**config.mk**
```make
export PLATFORM = sky130hd
export DESIGN_NAME = spi_device_shift
export DESIGN_NICKNAME = d
export VERILOG_FILES = /design/src/rtl/spi_device_pkg.sv /design/src/rtl/spi_device_shift_sync.sv /design/src/rtl/spi_device_shift.sv
export SDC_FILE = /design/constraint.sdc
export NUM_CORES = 1
export LEC_CHECK = 0
export CORE_UTILIZATION = 40
export DETAILED_ROUTE_END_ITERATION = 10
export PLACE_DENSITY = 0.66
export SETUP_SLACK_MARGIN = 0.15
export SYNTH_ARGS = -nofsm -noshare
export SYNTH_HDL_FRONTEND = slang
export SYNTH_HIERARCHICAL = 1
export SYNTH_SLANG_ARGS = --single-unit
export TNS_END_PERCENT = 30
```
**constraint.sdc**
```tcl
create_clock -name clk_i -period 3.51 [get_ports clk_i]
set_input_delay 0.702 -clock clk_i [delete_from_list [all_inputs] [get_ports clk_i]]
set_output_delay 0.702 -clock clk_i [all_outputs]
set_load 0.01 [all_outputs]
```
**src/rtl/spi_device_pkg.sv**
```systemverilog
// Shared definitions for the SPI device-side shifter.
// Holds the FSM state encoding, the default character geometry (kept equal to
// the host shifter's SPI_MAX_CHAR / SPI_CHAR_LEN_BITS defaults) and the pin
// synchroniser depth.
package spi_device_pkg;

  localparam int unsigned DEF_MAX_CHAR      = 32;
  localparam int unsigned DEF_CHAR_LEN_BITS = 5;
  localparam int unsigned SYNC_DEPTH        = 2;

  typedef enum logic [1:0] {
    IDLE  = 2'd0,
    LOAD  = 2'd1,
    SHIFT = 2'd2
  } state_t;

endpackage

```
**src/rtl/spi_device_shift_sync.sv**
```systemverilog
// spi_pin_sync: brings one asynchronous SPI pin into the clk domain.
// A SYNC_DEPTH-flop synchroniser is followed by one history flop; the edge
// pulses compare the last synchroniser stage with the history flop.
// Ports:
//   clk, rst      system clock, synchronous active-high reset
//   pin           asynchronous pin input
//   q             synchronised level (last synchroniser stage)
//   q_d           q delayed by one clk (history flop)
//   rise_c/fall_c single-cycle edge pulses (combinational from q/q_d)
module spi_pin_sync
  import spi_device_pkg::*;
#(
  parameter logic RST_VAL = 1'b0
) (
  input  logic clk,
  input  logic rst,
  input  logic pin,
  output logic q,
  output logic q_d,
  output logic rise_c,
  output logic fall_c
);

  logic [SYNC_DEPTH-1:0] sync;

  // Synchroniser chain plus history flop.
  always_ff @(posedge clk) begin
    if (rst) begin
      sync <= {SYNC_DEPTH{RST_VAL}};
      q_d  <= RST_VAL;
    end else begin
      sync <= {sync[SYNC_DEPTH-2:0], pin};
      q_d  <= sync[SYNC_DEPTH-1];
    end
  end

  assign q      = sync[SYNC_DEPTH-1];
  assign rise_c = q & ~q_d;
  assign fall_c = ~q & q_d;

endmodule

```
**src/rtl/spi_device_shift.sv**
```systemverilog
// spi_device_shift: SPI target-side character shifter.
// Oversamples csn/sclk/sdi in the clk_i domain, assembles received characters
// into p_out and serialises a buffered transmit word onto sdo_o, using the
// same len/lsb/rx_negedge/tx_negedge model as the host shifter.
// Ports:
//   clk_i, rst                 clock, synchronous active-high reset
//   csn_i, sclk_i, sdi_i       asynchronous SPI pins from the host
//   sdo_o, sdo_oe_o            serial data out and its output enable
//   len, lsb                   character length (0 = MAX_CHAR), bit order
//   rx_negedge, tx_negedge     sample / drive edge select
//   latch, byte_sel, p_in      byte-masked write into the tx buffer
//   p_out, rx_valid_o          last received character and its update pulse
//   tx_full_o, busy_o          tx buffer occupied, character in progress
//   underrun_o, clr_err        sticky empty-buffer flag and its clear
//   abort_o                    pulse when csn is released mid-character
module spi_device_shift
  import spi_device_pkg::*;
#(
  parameter int unsigned MAX_CHAR      = DEF_MAX_CHAR,
  parameter int unsigned CHAR_LEN_BITS = DEF_CHAR_LEN_BITS
) (
  input  logic                     clk_i,
  input  logic                     rst,
  input  logic                     csn_i,
  input  logic                     sclk_i,
  input  logic                     sdi_i,
  output logic                     sdo_o,
  output logic                     sdo_oe_o,
  input  logic [CHAR_LEN_BITS-1:0] len,
  input  logic                     lsb,
  input  logic                     rx_negedge,
  input  logic                     tx_negedge,
  input  logic                     latch,
  input  logic [3:0]               byte_sel,
  input  logic [31:0]              p_in,
  output logic [MAX_CHAR-1:0]      p_out,
  output logic                     rx_valid_o,
  output logic                     tx_full_o,
  output logic                     busy_o,
  output logic                     underrun_o,
  output logic                     abort_o,
  input  logic                     clr_err
);

  localparam int unsigned CNT_W = CHAR_LEN_BITS + 1;
  localparam int unsigned BUF_W = (MAX_CHAR > 32) ? MAX_CHAR : 32;

  // Synchronised pins
  logic csn_q, csn_d, csn_rise, csn_fall;
  logic sclk_q, sclk_d, sclk_rise, sclk_fall;
  logic sdi_q, sdi_d, sdi_rise, sdi_fall;
  logic unused_sync;

  spi_pin_sync #(.RST_VAL(1'b1)) u_csn_sync (
    .clk(clk_i), .rst(rst), .pin(csn_i),
    .q(csn_q), .q_d(csn_d), .rise_c(csn_rise), .fall_c(csn_fall)
  );

  spi_pin_sync #(.RST_VAL(1'b0)) u_sclk_sync (
    .clk(clk_i), .rst(rst), .pin(sclk_i),
    .q(sclk_q), .q_d(sclk_d), .rise_c(sclk_rise), .fall_c(sclk_fall)
  );

  spi_pin_sync #(.RST_VAL(1'b0)) u_sdi_sync (
    .clk(clk_i), .rst(rst), .pin(sdi_i),
    .q(sdi_q), .q_d(sdi_d), .rise_c(sdi_rise), .fall_c(sdi_fall)
  );

  // csn is used as a level; sdi is sampled at the stage aligned with sclk.
  assign unused_sync = ^{csn_d, csn_rise, csn_fall, sclk_q, sclk_d,
                         sdi_d, sdi_rise, sdi_fall};

  state_t                   state;
  logic [CNT_W-1:0]         cnt;
  logic                     sampled;
  logic [MAX_CHAR-1:0]      tx_buf;
  logic [MAX_CHAR-1:0]      tx_sh;
  logic [MAX_CHAR-1:0]      rx_sh;
  logic [CHAR_LEN_BITS-1:0] tx_idx;

  logic                     sample_edge;
  logic                     drive_edge;
  logic [CNT_W-1:0]         eff_len;
  logic [CHAR_LEN_BITS-1:0] rx_pos;
  logic [CHAR_LEN_BITS-1:0] tx_first;
  logic [CHAR_LEN_BITS-1:0] tx_idx_next;
  logic [MAX_CHAR-1:0]      rx_next;
  logic [BUF_W-1:0]         merged;

  assign sample_edge = rx_negedge ? sclk_fall : sclk_rise;
  assign drive_edge  = tx_negedge ? sclk_fall : sclk_rise;
  assign eff_len     = (len == '0) ? CNT_W'(MAX_CHAR) : CNT_W'(len);

  // Receive bit position counts up from 0 (lsb) or down from L-1 (msb).
  assign rx_pos = lsb ? CHAR_LEN_BITS'(eff_len - cnt)
                      : CHAR_LEN_BITS'(cnt - CNT_W'(1));

  assign tx_first    = lsb ? '0 : CHAR_LEN_BITS'(eff_len - CNT_W'(1));
  assign tx_idx_next = lsb ? tx_idx + CHAR_LEN_BITS'(1)
                           : tx_idx - CHAR_LEN_BITS'(1);

  // Receive word including the bit captured on this sample edge.
  always_comb begin
    rx_next         = rx_sh;
    rx_next[rx_pos] = sdi_q;
  end

  // Byte-masked merge of p_in into the tx buffer.
  always_comb begin
    merged = BUF_W'(tx_buf);
    for (int b = 0; b < 4; b++) begin
      if (byte_sel[b]) merged[b*8 +: 8] = p_in[b*8 +: 8];
    end
  end

  // Character FSM, shifters, tx buffer and status flags.
  always_ff @(posedge clk_i) begin
    if (rst) begin
      state      <= IDLE;
      cnt        <= '0;
      sampled    <= 1'b0;
      tx_buf     <= '0;
      tx_sh      <= '0;
      rx_sh      <= '0;
      tx_idx     <= '0;
      sdo_o      <= 1'b0;
      sdo_oe_o   <= 1'b0;
      p_out      <= '0;
      rx_valid_o <= 1'b0;
      tx_full_o  <= 1'b0;
      busy_o     <= 1'b0;
      underrun_o <= 1'b0;
      abort_o    <= 1'b0;
    end else begin
      rx_valid_o <= 1'b0;
      abort_o    <= 1'b0;
      sdo_oe_o   <= ~csn_q;
      if (clr_err) underrun_o <= 1'b0;

      case (state)
        IDLE: begin
          if (!csn_q) begin
            state  <= LOAD;
            busy_o <= 1'b1;
          end
        end

        LOAD: begin
          // An empty buffer shifts zeros; the underrun set overrides clr_err.
          tx_sh     <= tx_full_o ? tx_buf : '0;
          sdo_o     <= tx_full_o ? tx_buf[tx_first] : 1'b0;
          if (!tx_full_o) underrun_o <= 1'b1;
          tx_full_o <= 1'b0;
          tx_idx    <= tx_first;
          cnt       <= eff_len;
          sampled   <= 1'b0;
          rx_sh     <= '0;
          state     <= SHIFT;
        end

        SHIFT: begin
          if (sample_edge && cnt == CNT_W'(1)) begin
            // Last bit: publish the word; stay busy if csn is still low.
            rx_sh      <= rx_next;
            cnt        <= '0;
            sampled    <= 1'b1;
            p_out      <= rx_next;
            rx_valid_o <= 1'b1;
            if (csn_q) begin
              state  <= IDLE;
              busy_o <= 1'b0;
            end else begin
              state  <= LOAD;
            end
          end else if (csn_q) begin
            // csn released mid-character (including right after a reload).
            state   <= IDLE;
            busy_o  <= 1'b0;
            abort_o <= 1'b1;
          end else begin
            if (sample_edge) begin
              rx_sh   <= rx_next;
              cnt     <= cnt - CNT_W'(1);
              sampled <= 1'b1;
            end
            // Holding the first bit until a sample has happened lets the
            // leading drive edge of CPHA=1 modes leave bit 0 on the line.
            if (drive_edge && sampled) begin
              tx_idx <= tx_idx_next;
              sdo_o  <= tx_sh[tx_idx_next];
            end
          end
        end

        default: begin
          state  <= IDLE;
          busy_o <= 1'b0;
        end
      endcase

      // A write in the LOAD cycle lands after LOAD copied the old word.
      if (latch) begin
        tx_buf    <= MAX_CHAR'(merged);
        tx_full_o <= 1'b1;
      end
    end
  end

endmodule
```
==> run metrics, run 1 <==
HP Class=flip-flop to flip-flop; Final Wtd Congestion=0.8281; Vias=7588; PD cells=~450 nW/um2; synth-to-layout area growth=26.98%; number of global-route vias before repair=6852; Root Driver=clkbuf_16; Avg Inst Size Synth=8.177 um2; startpoint class of the critical path=input port; TritonCTS Sinks=156; average wire per standard cell=15.59 um; CP max stage delay=0.54 ns; CP required=between 3 and 4 ns; Clock Latency Late Sink=0.43 ns; n_diodes=0; layout cells sized above 1=0.1229; router iterations before antenna repair=5; GRT overflow=0; CP most frequent cell=buf_4; CP Capture Type=flip-flop; critical path class=input port to flip-flop; Leak=3.644 nW; core footprint=between 15000 and 20000 um2; Die ar.=just over 20000 um2; placed cell count=1317; Slew headroom=0.3886; clock-pin transition on the worst setup and hold timing paths=0.07 ns; Final Skew=0.01037 ns; Power Total=4.572 mW; Die Ht=143.5 um; Pins Over Slew Limit=0; Routed Antenna Nets=0; CTS tree=built; RSZ-0062 raised after global routing=no; Worst Slack Setup Final=between 0.2 and 0.3 ns; HPWL after DPL=between 10000 and 15000 um; Net count, final=1144; Net Count, Synth=1047; number of fill cells in the layout=1883; Syn Std Cell Area=8014 um2; worst-path fanout max=6; DRT iter0 DRCs=470; status=completed; pre-CTS setup slack=-0.3231 ns; Tmin final=3.212 ns; CTS H-tree lvls=4; Final Hold Fails=0; Fin Hold WS=0.4062 ns; first-pass GRT wire length=34670 um; HP Start=u_csn_sync/sync[0]; worst setup path start=len[1]; worst slew pin tran=0.9171 ns; largest net degree at the start of global routing=86; vias per cell=5.600; DR DRC count=0; grt met1 use=0.2808; Initial Util=0.4104; Peak VDD IR=352.0 uV; io pins=90; antenna violations before repair=0; Arr. time, crit path=3.53 ns; worst path cell trace=clkdlybuf4s50_1 > fa_1 > nor4bb_1 > or4_4 > a31oi_4 > xor2_4 > buf_4 > buf_4 > buf_4 > o211ai_1 > nand3_1; die width=143.5 um; CTS buffer count=17; Max-cap violations=0; final setup violating endpoints=0; CTS Buffer Depth=2; synth warn=6; GRT Overall Usage=0.2121; met3 Track Usage GR=0.04265; DRT Wirelength=roughly 21000 um; Fmax=311.4 MHz; num rows=51; GR Layer Usage met2=0.3426; fin cells=~1400; # port buffers=89; Gate Count Post-Synth=between 900 and 1000; part of the cycle the worst path needs=0.9150; Worst path slowest cell=or4_4; global routing's busiest layer=met2; worst r2r src=cnt[0]
==> final timing paths <==
path / to / slack, ns / depth (start not counted)
max: rx_sh[15] / 0.30 / 11
min: u_csn_sync/sync[1] / 0.41 / 1
max reg2reg: rx_sh[15] / 0.36 / 12
min reg2reg: u_csn_sync/sync[1] / 0.41 / 1
==> registers in the layout, summed over array words and instances, names as in the netlist, 2 cells and up <==
signal	count
cnt	6
p_out	32
rx_sh	32
state	2
tx_buf	32
tx_idx	5
tx_sh	32
u_csn_sync/sync	2
u_sclk_sync/sync	2
u_sdi_sync/sync	2
==> through the flow <==
stage	setup TNS, ns	util	cell area [um2]
global route	0	0.5211	10180
detailed placement	-16.33	0.4853	9475
global placement	-14.29	0.4853	9475
floorplan	0	-	8014
finish	0	0.5211	10180
CTS	0	0.5169	10090
==> cell usage in the layout, fill, tap and decap left out, types with 5 or more instances in the layout <==
| cell | n |
|---|---|
| nand3_1 | 167 |
| dfxtp_1 | 156 |
| nand2_1 | 110 |
| clkdlybuf4s50_1 | 87 |
| a21oi_1 | 76 |
| buf_4 | 65 |
| o21ai_0 | 42 |
| o211ai_1 | 41 |
| nor2_1 | 37 |
| a31oi_1 | 19 |
| inv_1 | 18 |
| clkbuf_16 | 18 |
| a311oi_1 | 16 |
| o21bai_1 | 16 |
| mux2i_1 | 15 |
| ha_1 | 14 |
| nor2b_1 | 13 |
| a211oi_1 | 12 |
| mux4_2 | 12 |
| nand4_1 | 9 |
| nor4_1 | 8 |
| nand2b_1 | 8 |
| nor3_1 | 8 |
| and2_1 | 7 |
| xnor2_1 | 6 |
| mux2_2 | 6 |
| o21ai_1 | 5 |
| a221oi_1 | 5 |
| clkinv_8 | 5 |
| inv_8 | 5 |
==> power breakdown <==
| group | switching (mW) | internal, mW | leakage (nW) |
|---|---|---|---|
| clock | 0.899 | 0.974 | 0.299 |
| combinational | 0.496 | 0.373 | 2.08 |
| sequential | 0.0302 | 1.80 | 1.26 |
| total | 1.42 | 3.15 | 3.64 |
==> per-layer routing <==
layer | wire (um) | share of wire
met1 | 9778 | 0.46
met2 | 10040 | 0.48
met3 | 944 | 0.045
met4 | 354 | 0.017
met5 | 0 | 0
==> layout make-up <==
class | instances | area [um2] | share of cell area
Clock buffer | 17 | 425.4 | 0.04181
Tap cell | 265 | 331.6 | 0.03258
Multi-Input combinational cell | 720 | 4511 | 0.4433
Clock inverter | 15 | 188.9 | 0.01857
Timing Repair Buffer | 162 | 1521 | 0.1495
Inverter | 20 | 75.07 | 0.007377
Sequential cell | 156 | 3123 | 0.3069
==> critical path, delay by kind of cell <==
family / cells / cell delay, ns
AO/OA/AOI/OAI: 2 / 0.49
buffers and inverters: 4 / 0.95
AND/OR/NAND/NOR: 3 / 0.80
XOR/XNOR: 1 / 0.12
adder cells (fa/ha/maj): 1 / 0.46
==> timing repair <==
item                       in CTS  in global routing
pin swaps                       0                  3
setup endpoints to repair       9                 61
hold buffers                    0                  0
setup buffers                   0                  4
cloned                          0                  2
resized for setup               1                  8
Note: power is estimated with default switching activity, not from simulation.
==> run 2: changes to the inputs <==
CTS_CLUSTER_DIAMETER = 80   (was not set)
CTS_CLUSTER_SIZE = 28   (was not set)
==> results of run 2 <==
The final DEF is identical to that of run 1; final timing and power are the same.
